### src/rtl/branch_pkg.sv
// rtl/branch_pkg.sv - shared PHT counter types and saturating-counter step function
package branch_pkg;

  typedef enum logic [1:0] {
    STRONG_UNTAKEN = 2'b00,
    WEAK_UNTAKEN   = 2'b01,
    WEAK_TAKEN     = 2'b10,
    STRONG_TAKEN   = 2'b11
  } pht_state_t;

  localparam pht_state_t PHT_RESET_STATE = WEAK_UNTAKEN;

  // Saturating step: taken moves toward STRONG_TAKEN, not-taken toward STRONG_UNTAKEN.
  function automatic pht_state_t pht_next(input pht_state_t s, input logic taken);
    pht_state_t n;
    n = s;
    case (s)
      STRONG_UNTAKEN: n = taken ? WEAK_UNTAKEN : STRONG_UNTAKEN;
      WEAK_UNTAKEN:   n = taken ? WEAK_TAKEN   : STRONG_UNTAKEN;
      WEAK_TAKEN:     n = taken ? STRONG_TAKEN : WEAK_UNTAKEN;
      STRONG_TAKEN:   n = taken ? STRONG_TAKEN : WEAK_TAKEN;
      default:        n = s;
    endcase
    return n;
  endfunction

endpackage

### src/rtl/branch_target_buffer.sv
// rtl/branch_target_buffer.sv - untagged target array, combinational read, synchronous write/reset
module branch_target_buffer #(
  parameter int WIDTH     = 32,
  parameter int IDX_WIDTH = 6
) (
  input  logic                 clk,
  input  logic                 reset,
  input  logic                 we,
  input  logic [IDX_WIDTH-1:0] waddr,
  input  logic [WIDTH-1:0]     wdata,
  input  logic [IDX_WIDTH-1:0] raddr,
  output logic [WIDTH-1:0]     rdata
);

  localparam int ENTRIES = 1 << IDX_WIDTH;

  logic [WIDTH-1:0] mem [ENTRIES];

  always_ff @(posedge clk) begin
    if (reset) begin
      for (int i = 0; i < ENTRIES; i++) mem[i] <= '0;
    end else if (we) begin
      mem[waddr] <= wdata;
    end
  end

  // No bypass: a same-cycle write is seen only after the edge.
  assign rdata = mem[raddr];

endmodule

### src/rtl/branch_predictor.sv
// rtl/branch_predictor.sv - fetch-stage 2-bit PHT + BTB predictor; GSHARE_EN adds global history hashing
module branch_predictor
  import branch_pkg::*;
#(
  parameter int WIDTH     = 32,
  parameter int IDX_WIDTH = 6
) (
  input  logic                 clk,
  input  logic                 reset,
  input  logic [WIDTH-1:0]     PCF,
  input  logic [WIDTH-1:0]     PCE,
  input  logic [WIDTH-1:0]     PCTargetE,
  input  logic                 BranchOpEb0,
  input  logic                 PCSrcResE,
  input  logic                 StallE,
  input  logic [IDX_WIDTH-1:0] PredIndexE,
  output logic                 PCSrcPredF,
  output logic [WIDTH-1:0]     PredPCTargetF,
  output logic [IDX_WIDTH-1:0] PredIndexF
);

  localparam int ENTRIES = 1 << IDX_WIDTH;

  pht_state_t       pht [ENTRIES];
  logic             update;
  logic [1:0]       cur_state;
  logic             unused_ok;

  assign update = BranchOpEb0 && !StallE;

`ifdef GSHARE_EN
  logic [IDX_WIDTH-1:0] ghr;

  // History advances only on resolved branches, so it never needs repair.
  always_ff @(posedge clk) begin
    if (reset) ghr <= '0;
    else if (update) ghr <= {ghr[IDX_WIDTH-2:0], PCSrcResE};
  end

  assign PredIndexF = PCF[IDX_WIDTH+1:2] ^ ghr;
`else
  assign PredIndexF = PCF[IDX_WIDTH+1:2];
`endif

  always_ff @(posedge clk) begin
    if (reset) begin
      for (int i = 0; i < ENTRIES; i++) pht[i] <= PHT_RESET_STATE;
    end else if (update) begin
      pht[PredIndexE] <= pht_next(pht[PredIndexE], PCSrcResE);
    end
  end

  assign cur_state  = pht[PredIndexF];
  assign PCSrcPredF = cur_state[1];

  branch_target_buffer #(
    .WIDTH     (WIDTH),
    .IDX_WIDTH (IDX_WIDTH)
  ) u_btb (
    .clk   (clk),
    .reset (reset),
    .we    (update && PCSrcResE),
    .waddr (PredIndexE),
    .wdata (PCTargetE),
    .raddr (PredIndexF),
    .rdata (PredPCTargetF)
  );

  // PCE and the untranslated PC bits are not needed: indexing comes from PredIndexE.
  assign unused_ok = ^{PCE, PCF[WIDTH-1:IDX_WIDTH+2], PCF[1:0]};

endmodule

### config.mk
export PLATFORM = sky130hd
export DESIGN_NAME = branch_predictor
export DESIGN_NICKNAME = d
export VERILOG_FILES = /design/src/rtl/branch_pkg.sv /design/src/rtl/branch_target_buffer.sv /design/src/rtl/branch_predictor.sv
export SDC_FILE = /design/constraint.sdc
export NUM_CORES = 2
export LEC_CHECK = 0
export BUFFER_PORTS_ARGS = -buffer_cell sky130_fd_sc_hd__buf_2
export CAP_MARGIN = 40
export CORE_ASPECT_RATIO = 1.1
export CORE_MARGIN = 1
export CORE_UTILIZATION = 48
export CTS_BUF_LIST = sky130_fd_sc_hd__clkbuf_8
export CTS_CLUSTER_SIZE = 10
export DETAILED_ROUTE_END_ITERATION = 16
export PLACE_DENSITY = 0.66
export REMOVE_ABC_BUFFERS = 1
export SLEW_MARGIN = 20
export SYNTH_ARGS = -nofsm -noshare
export SYNTH_HDL_FRONTEND = slang
export SYNTH_HIERARCHICAL = 1
export SYNTH_SLANG_ARGS = --single-unit
### constraint.sdc
create_clock -name clk -period 2.3 [get_ports clk]
set_input_delay 0.23 -clock clk [delete_from_list [all_inputs] [get_ports clk]]
set_output_delay 0.23 -clock clk [all_outputs]
set_load 0.02 [all_outputs]
# Yosys cells after proc, flatten, opt, wreduce, memory -nomap -nowiden
# Memories as Yosys holds them, arrays and structs flattened.
# Index checks and enable logic that the tools add are counted.
# totals
reg_bits	0
mem_bits_rw	2176
inputBits	107
output_inout_bits	39
wordCells	32
mem_count	2
# op_classes
eq_ne	3
muxes	21
n_reduce_logical	6
# memory_table
memory	depth	word_bits	read_ports	rd_ports_with_merged_regs	write_ports	line_no	rtl
u_btb.mem	64	32	1	0	64	branch_target_buffer.sv:17	logic [WIDTH-1:0] mem [ENTRIES];
pht	64	2	2	0	64	branch_predictor.sv:24	pht_state_t pht [ENTRIES];
# ops
op	n
$mux W32	1
$reduce_or A32 Y1	1
$mux W1	12
$mux W6	2
$mux W2	5
$pmux W2 S4	1
$eq A2 B2 Y1 const B	2
$eq A2 B1 Y1 const B	1
$logic_and A1 B1 Y1	2
$logic_not A2 Y1	1
$reduce_or A2 Y1	1
$logic_not A1 Y1	1

# Longest topological paths before layout
# logic_depth
depth_word	8
ltp_mapped	12
mapped_depth_nobuf	7

# Cells and area by module
# The synthesis kept the hierarchy.
# modules_own_cells
module	instances	cells_each	area_each_um2	seq_area_each_um2
branch_target_buffer	1	5851	92289.8	61499.0
branch_predictor	1	609	7203.2	3843.7

# Worst setup path before layout
# No wires, ideal clock.
# synth_path
kind	input to output
startpoint	input port PCF[2]
endpoint	output port PCSrcPredF
t_arrival_ps	2288
required_ps	2070
setup_slack_ps	-218
cell_stages	6
n_path_buf	2
cell_sequence	clkbuf_1 -> buf_2 -> mux4_2 -> mux4_2 -> a211oi_1 -> a21oi_1
# synth_via
elab_chain_len	1
# synth_rtl
element	line_no	rtl
from (decl)	branch_predictor.sv:10	input logic [WIDTH-1:0] PCF,
$mem_v2 Z64 W2	n/a	
to (decl)	branch_predictor.sv:17	output logic PCSrcPredF,
# No other way between the ends.

# Worst setup path in the final report
# layout_path
startpoint	memory u_btb.mem[13][27]
endpoint	output port PredPCTargetF[27]
# layout_via
elab_chain_len	1
# layout_rtl
element	line_no	rtl
from (decl)	branch_target_buffer.sv:17	
$mem_v2 Z64 W32	n/a	
to (decl)	branch_predictor.sv:18	output logic [WIDTH-1:0] PredPCTargetF,
# No other way between the ends.

==> impl_summary.log <==
[metrics] switching share of power: 0.246
[metrics] required time at the worst-slack endpoint: 2.07 ns
[metrics] number of top-level design ports: 146
[metrics] multiplexer share of the synthesized area: 0.128
[metrics] wire length of the first global-routing pass: 424 mm
[metrics] antenna violation net count after detailed routing: 0
[metrics] Worst R2R Setup Slack: -0.66 ns
[metrics] number of enable flip-flop cells after synthesis: 2,176
[metrics] net switching power figure: about 21,000 uW
[metrics] final wirelength: 294 mm
[metrics] cell area after synthesis: 99,500 um2
[metrics] number of synthesized register bits: about 2.2k
[metrics] clock transition at the registers of the reported paths: 0.06 ns
[metrics] launch instance of the worst min-delay path: PCSrcResE
[metrics] leading post-synthesis cells by cell area: sky130_fd_sc_hd__edfxtp_1, sky130_fd_sc_hd__and2_1, sky130_fd_sc_hd__mux4_2
[metrics] violation count after the first detailed-routing iteration: 7,475
[metrics] largest net degree at the start of global routing: 129
[metrics] xor and xnor fraction of the mapped netlist area: 0
[metrics] number of iterations in the first detailed-routing pass: 6
[metrics] post-detailed-route via-to-cell ratio: slightly below 6
[metrics] Worst Hold Path EP: pht[0][1]
[metrics] most common flop cell mapped by yosys: sky130_fd_sc_hd__edfxtp_1
[metrics] library cell used as clock root buffer: sky130_fd_sc_hd__clkbuf_8
[metrics] number of cell instances on the worst register-to-register path: 11
[metrics] Comb power frac: 0.110
[metrics] path type of the worst min-delay path: in2reg
[metrics] launch point of the worst path: u_btb/mem[13][27]
[metrics] post-DP HPWL: 190 mm
[metrics] Die H: 480 um
[metrics] cell accounting for the most synthesized area: sky130_fd_sc_hd__edfxtp_1
[metrics] Worst Setup End Kind: primary output
[metrics] total power draw: 87,300 uW
[metrics] final routed DRC violation total: 0
[metrics] clock tree from TritonCTS: done
[metrics] summed negative setup slack over all endpoints: -101.96 ns
[metrics] final setup violating endpoints: around 160
[metrics] data arrival at the endpoint of the critical path: 3.33 ns
[metrics] internal power component: 65,800 uW
[metrics] Reg power frac: 0.527
[metrics] antenna violations before repair: 9
[metrics] leftover overflow at the end of global routing: 0
[metrics] total count of hold-check failures in the final report: 0
[metrics] sort of element at the start of the critical path: register
[metrics] area fraction in compound gates after synthesis: 0.0261
[metrics] share of synthesized registers carrying an async set or reset: 0
[metrics] highest routing layer actually used: met5
[metrics] max-cap violation count: 0
[metrics] wire length on met2: 139 mm
[metrics] pin slew with the least headroom to its limit: 0.844 ns
[metrics] minimum clock period after layout: 3.56 ns
[metrics] Simple-Gate Fraction of Synth Area: 0.159
[metrics] total number of clock tree sinks: 2,176
[metrics] detail-routed net length per standard cell: 29.1 um
[metrics] share of the yosys chip area belonging to registers: 0.657
[metrics] Core Footprint: 205,000 um2
[metrics] Port Buffers: 87
[metrics] Power per Cell Area: around 730 nW/um2
[metrics] clock latency on the worst-skew pair: 1.08 ns
[metrics] Die Footprint: approximately 210,000 um2
[metrics] max frequency: ~0.28 GHz
[metrics] maximum VDD drop: 0.000636 V
[metrics] final setup skew: 0.0442 ns
[metrics] largest family of logic cells by synthesized area: simple AND/OR/NAND/NOR gates
[metrics] outcome: complete, but fails checks
[metrics] share of layout cells above drive strength 1: 0.322
[metrics] violated checks: setup timing
[metrics] unrepaired setup endpoints after global routing: true
[metrics] max-slew violation count: 0
[metrics] CTS H-tree lvls: 5
[metrics] Routed met1 length: around 110 mm
[metrics] worst reg2reg path startpoint: pht[13][1]
[metrics] final worst setup slack: -1.26 ns
[metrics] number of global-route vias before repair: 60.7k
[metrics] WL met3: 30.8 mm
[metrics] All-Layer GR Usage: 0.280
[metrics] post-route fraction of the period consumed by the critical path: 1.55
[metrics] Clk network pwr share: 0.363
[metrics] maximum clock insertion buffer count: 4
[metrics] count of different cell masters after synthesis: 64
[metrics] worst setup path class: reg2out
[metrics] leakage component of the power: 0.0422 uW
[metrics] Post-Syn Area per Cell: 15.4 um2
[metrics] most frequent cells after synthesis: sky130_fd_sc_hd__edfxtp_1, sky130_fd_sc_hd__and2_1, sky130_fd_sc_hd__mux4_2
[metrics] Synth top area share: 0.657
[metrics] adder and majority cell fraction of the synthesized area: 0.000214
[metrics] CP max FO: 1
[metrics] width of the die: 436 um
[metrics] total number of vias: between 60k and 70k
[metrics] Layout Nets: just over 7k
[metrics] final estimated routing congestion in global placement: 0.906
[metrics] starting utilization of the core area: 0.485
[metrics] synthesis-to-layout area growth: 20.1%
[metrics] count of yosys warnings during synthesis: 6
[metrics] R2R Path End: pht[33][1]
[metrics] total CTS buffers: 365
[metrics] cell count after synthesis: 6,460
[metrics] relative max-transition margin: 0.437
[metrics] hold-critical path depth: 6
[metrics] most used standard cell by instance count after synthesis: sky130_fd_sc_hd__edfxtp_1
[metrics] count of standard-cell rows: between 150 and 200
[worst max-delay path by stage]
stage	endpoint	slack (ns)
floorplan	pht[0][0]	-1.04
global placement	PredPCTargetF[1]	-0.91
detailed placement	PredPCTargetF[1]	-0.87
CTS	PredPCTargetF[27]	-1.37
global route	PredPCTargetF[27]	-1.36
finish	PredPCTargetF[27]	-1.26
[flip-flops by register name, indices dropped and copies added (netlist names)]
name / count
pht: 128
u_btb/mem: 2048
[cell usage in the layout (no fill, tap or decap), types with 10 or more instances in the layout]
cell,synthesis,routed
sky130_fd_sc_hd__edfxtp_1,2176,2176
sky130_fd_sc_hd__and2_1,2053,2053
sky130_fd_sc_hd__buf_4,52,589
sky130_fd_sc_hd__mux4_2,544,546
sky130_fd_sc_hd__clkbuf_8,0,373
sky130_fd_sc_hd__buf_12,0,220
sky130_fd_sc_hd__inv_1,5,98
sky130_fd_sc_hd__clkinv_1,0,97
sky130_fd_sc_hd__or2_2,76,76
sky130_fd_sc_hd__nand2_1,75,71
sky130_fd_sc_hd__nor2_2,0,70
sky130_fd_sc_hd__o22ai_1,131,64
sky130_fd_sc_hd__nand3_2,0,57
sky130_fd_sc_hd__nor2_1,148,52
sky130_fd_sc_hd__buf_2,51,50
sky130_fd_sc_hd__nand2b_1,47,47
sky130_fd_sc_hd__buf_6,8,47
sky130_fd_sc_hd__clkinv_2,0,44
sky130_fd_sc_hd__dlygate4sd3_1,0,43
sky130_fd_sc_hd__a22oi_1,44,41
sky130_fd_sc_hd__o22ai_2,0,35
sky130_fd_sc_hd__o22ai_4,0,32
sky130_fd_sc_hd__nor3_4,0,31
sky130_fd_sc_hd__a21o_1,29,29
sky130_fd_sc_hd__mux2i_1,28,27
sky130_fd_sc_hd__nor3_1,82,26
sky130_fd_sc_hd__nor2_4,0,26
sky130_fd_sc_hd__nor3_2,0,25
sky130_fd_sc_hd__o21ai_0,23,23
sky130_fd_sc_hd__nor2b_1,33,21
sky130_fd_sc_hd__nand3_1,80,20
sky130_fd_sc_hd__a221oi_1,29,17
sky130_fd_sc_hd__a21oi_1,28,17
sky130_fd_sc_hd__nor4_4,0,17
sky130_fd_sc_hd__a211oi_2,0,17
sky130_fd_sc_hd__a22o_1,15,14
sky130_fd_sc_hd__bufinv_16,0,11
sky130_fd_sc_hd__o22a_4,0,10
[power by group through the flow]
stage	combinational [uW]	sequential, uW	clock, uW
after floorplan	3260	46500	0
after global placement	8210	46700	0
after detailed placement	8320	46800	0
after CTS	9450	46000	32000
after global routing	9900	46100	33700
final	9620	46000	31700
[cell type report]
class                      instances  area (um2)
tap                             2728        3410
clock buffer                     373        5130
antenna                            6        15.0
clock inverter                   251        1310
multi-input combinational       3605       33900
timing repair buffer             963       10300
inverter                           5        18.8
fill                           15600       85600
sequential                      2176       65300
[critical path, cell delays in order (launching register included)]
cell and delay (ns):
sky130_fd_sc_hd__edfxtp_1 0.36, sky130_fd_sc_hd__mux4_2 0.48, sky130_fd_sc_hd__a22o_1 0.28, sky130_fd_sc_hd__a221oi_2 0.24
sky130_fd_sc_hd__buf_4 0.19, sky130_fd_sc_hd__nor3_2 0.04, sky130_fd_sc_hd__or4_4 0.51, sky130_fd_sc_hd__buf_6 0.17
[cell families (layout without fill, tap and decap cells)]
group | count (synthesis) | count (layout)
AO/OA/AOI/OAI | 370 | 370
adder cells (fa/ha/maj) | 2 | 2
buffers and inverters | 679 | 1592
flip-flops | 2176 | 2176
multiplexers | 584 | 584
other | 0 | 6
AND/OR/NAND/NOR | 2649 | 2649
[repair_timing]
item                                    in CTS  in global routing
hold endpoints to repair                  1855                  0
resized for setup                          391                164
hold buffers                                43                  0
setup buffers                               16                  6
cloned                                      13                  1
pin swaps                                  100                 46
endpoints found under the setup margin     161                161
[per-stage QoR]
stage	worst slack (ns)	area [um2]	std cells	util	hold WS, ns
2_1_floorplan	-1.04	96500	5786	-	0.428
5_1_grt	-1.36	119000	10100	0.583	0.0694
3_3_place_gp	-0.915	109000	9421	0.534	0.831
6_report	-1.26	119000	10100	0.583	0.0756
3_5_place_dp	-0.871	110000	9438	0.535	0.698
4_1_cts	-1.37	119000	10100	0.580	0.0215
[layer usage]
metal / up-vias / global-route usage
met1: 31000 / 0.380
met4: 2 / 0.113
met2: 3230 / 0.443
met3: 518 / 0.0596
li1: 25200 / -
met5: - / 0
Note: power is estimated with default switching activity, not from simulation.
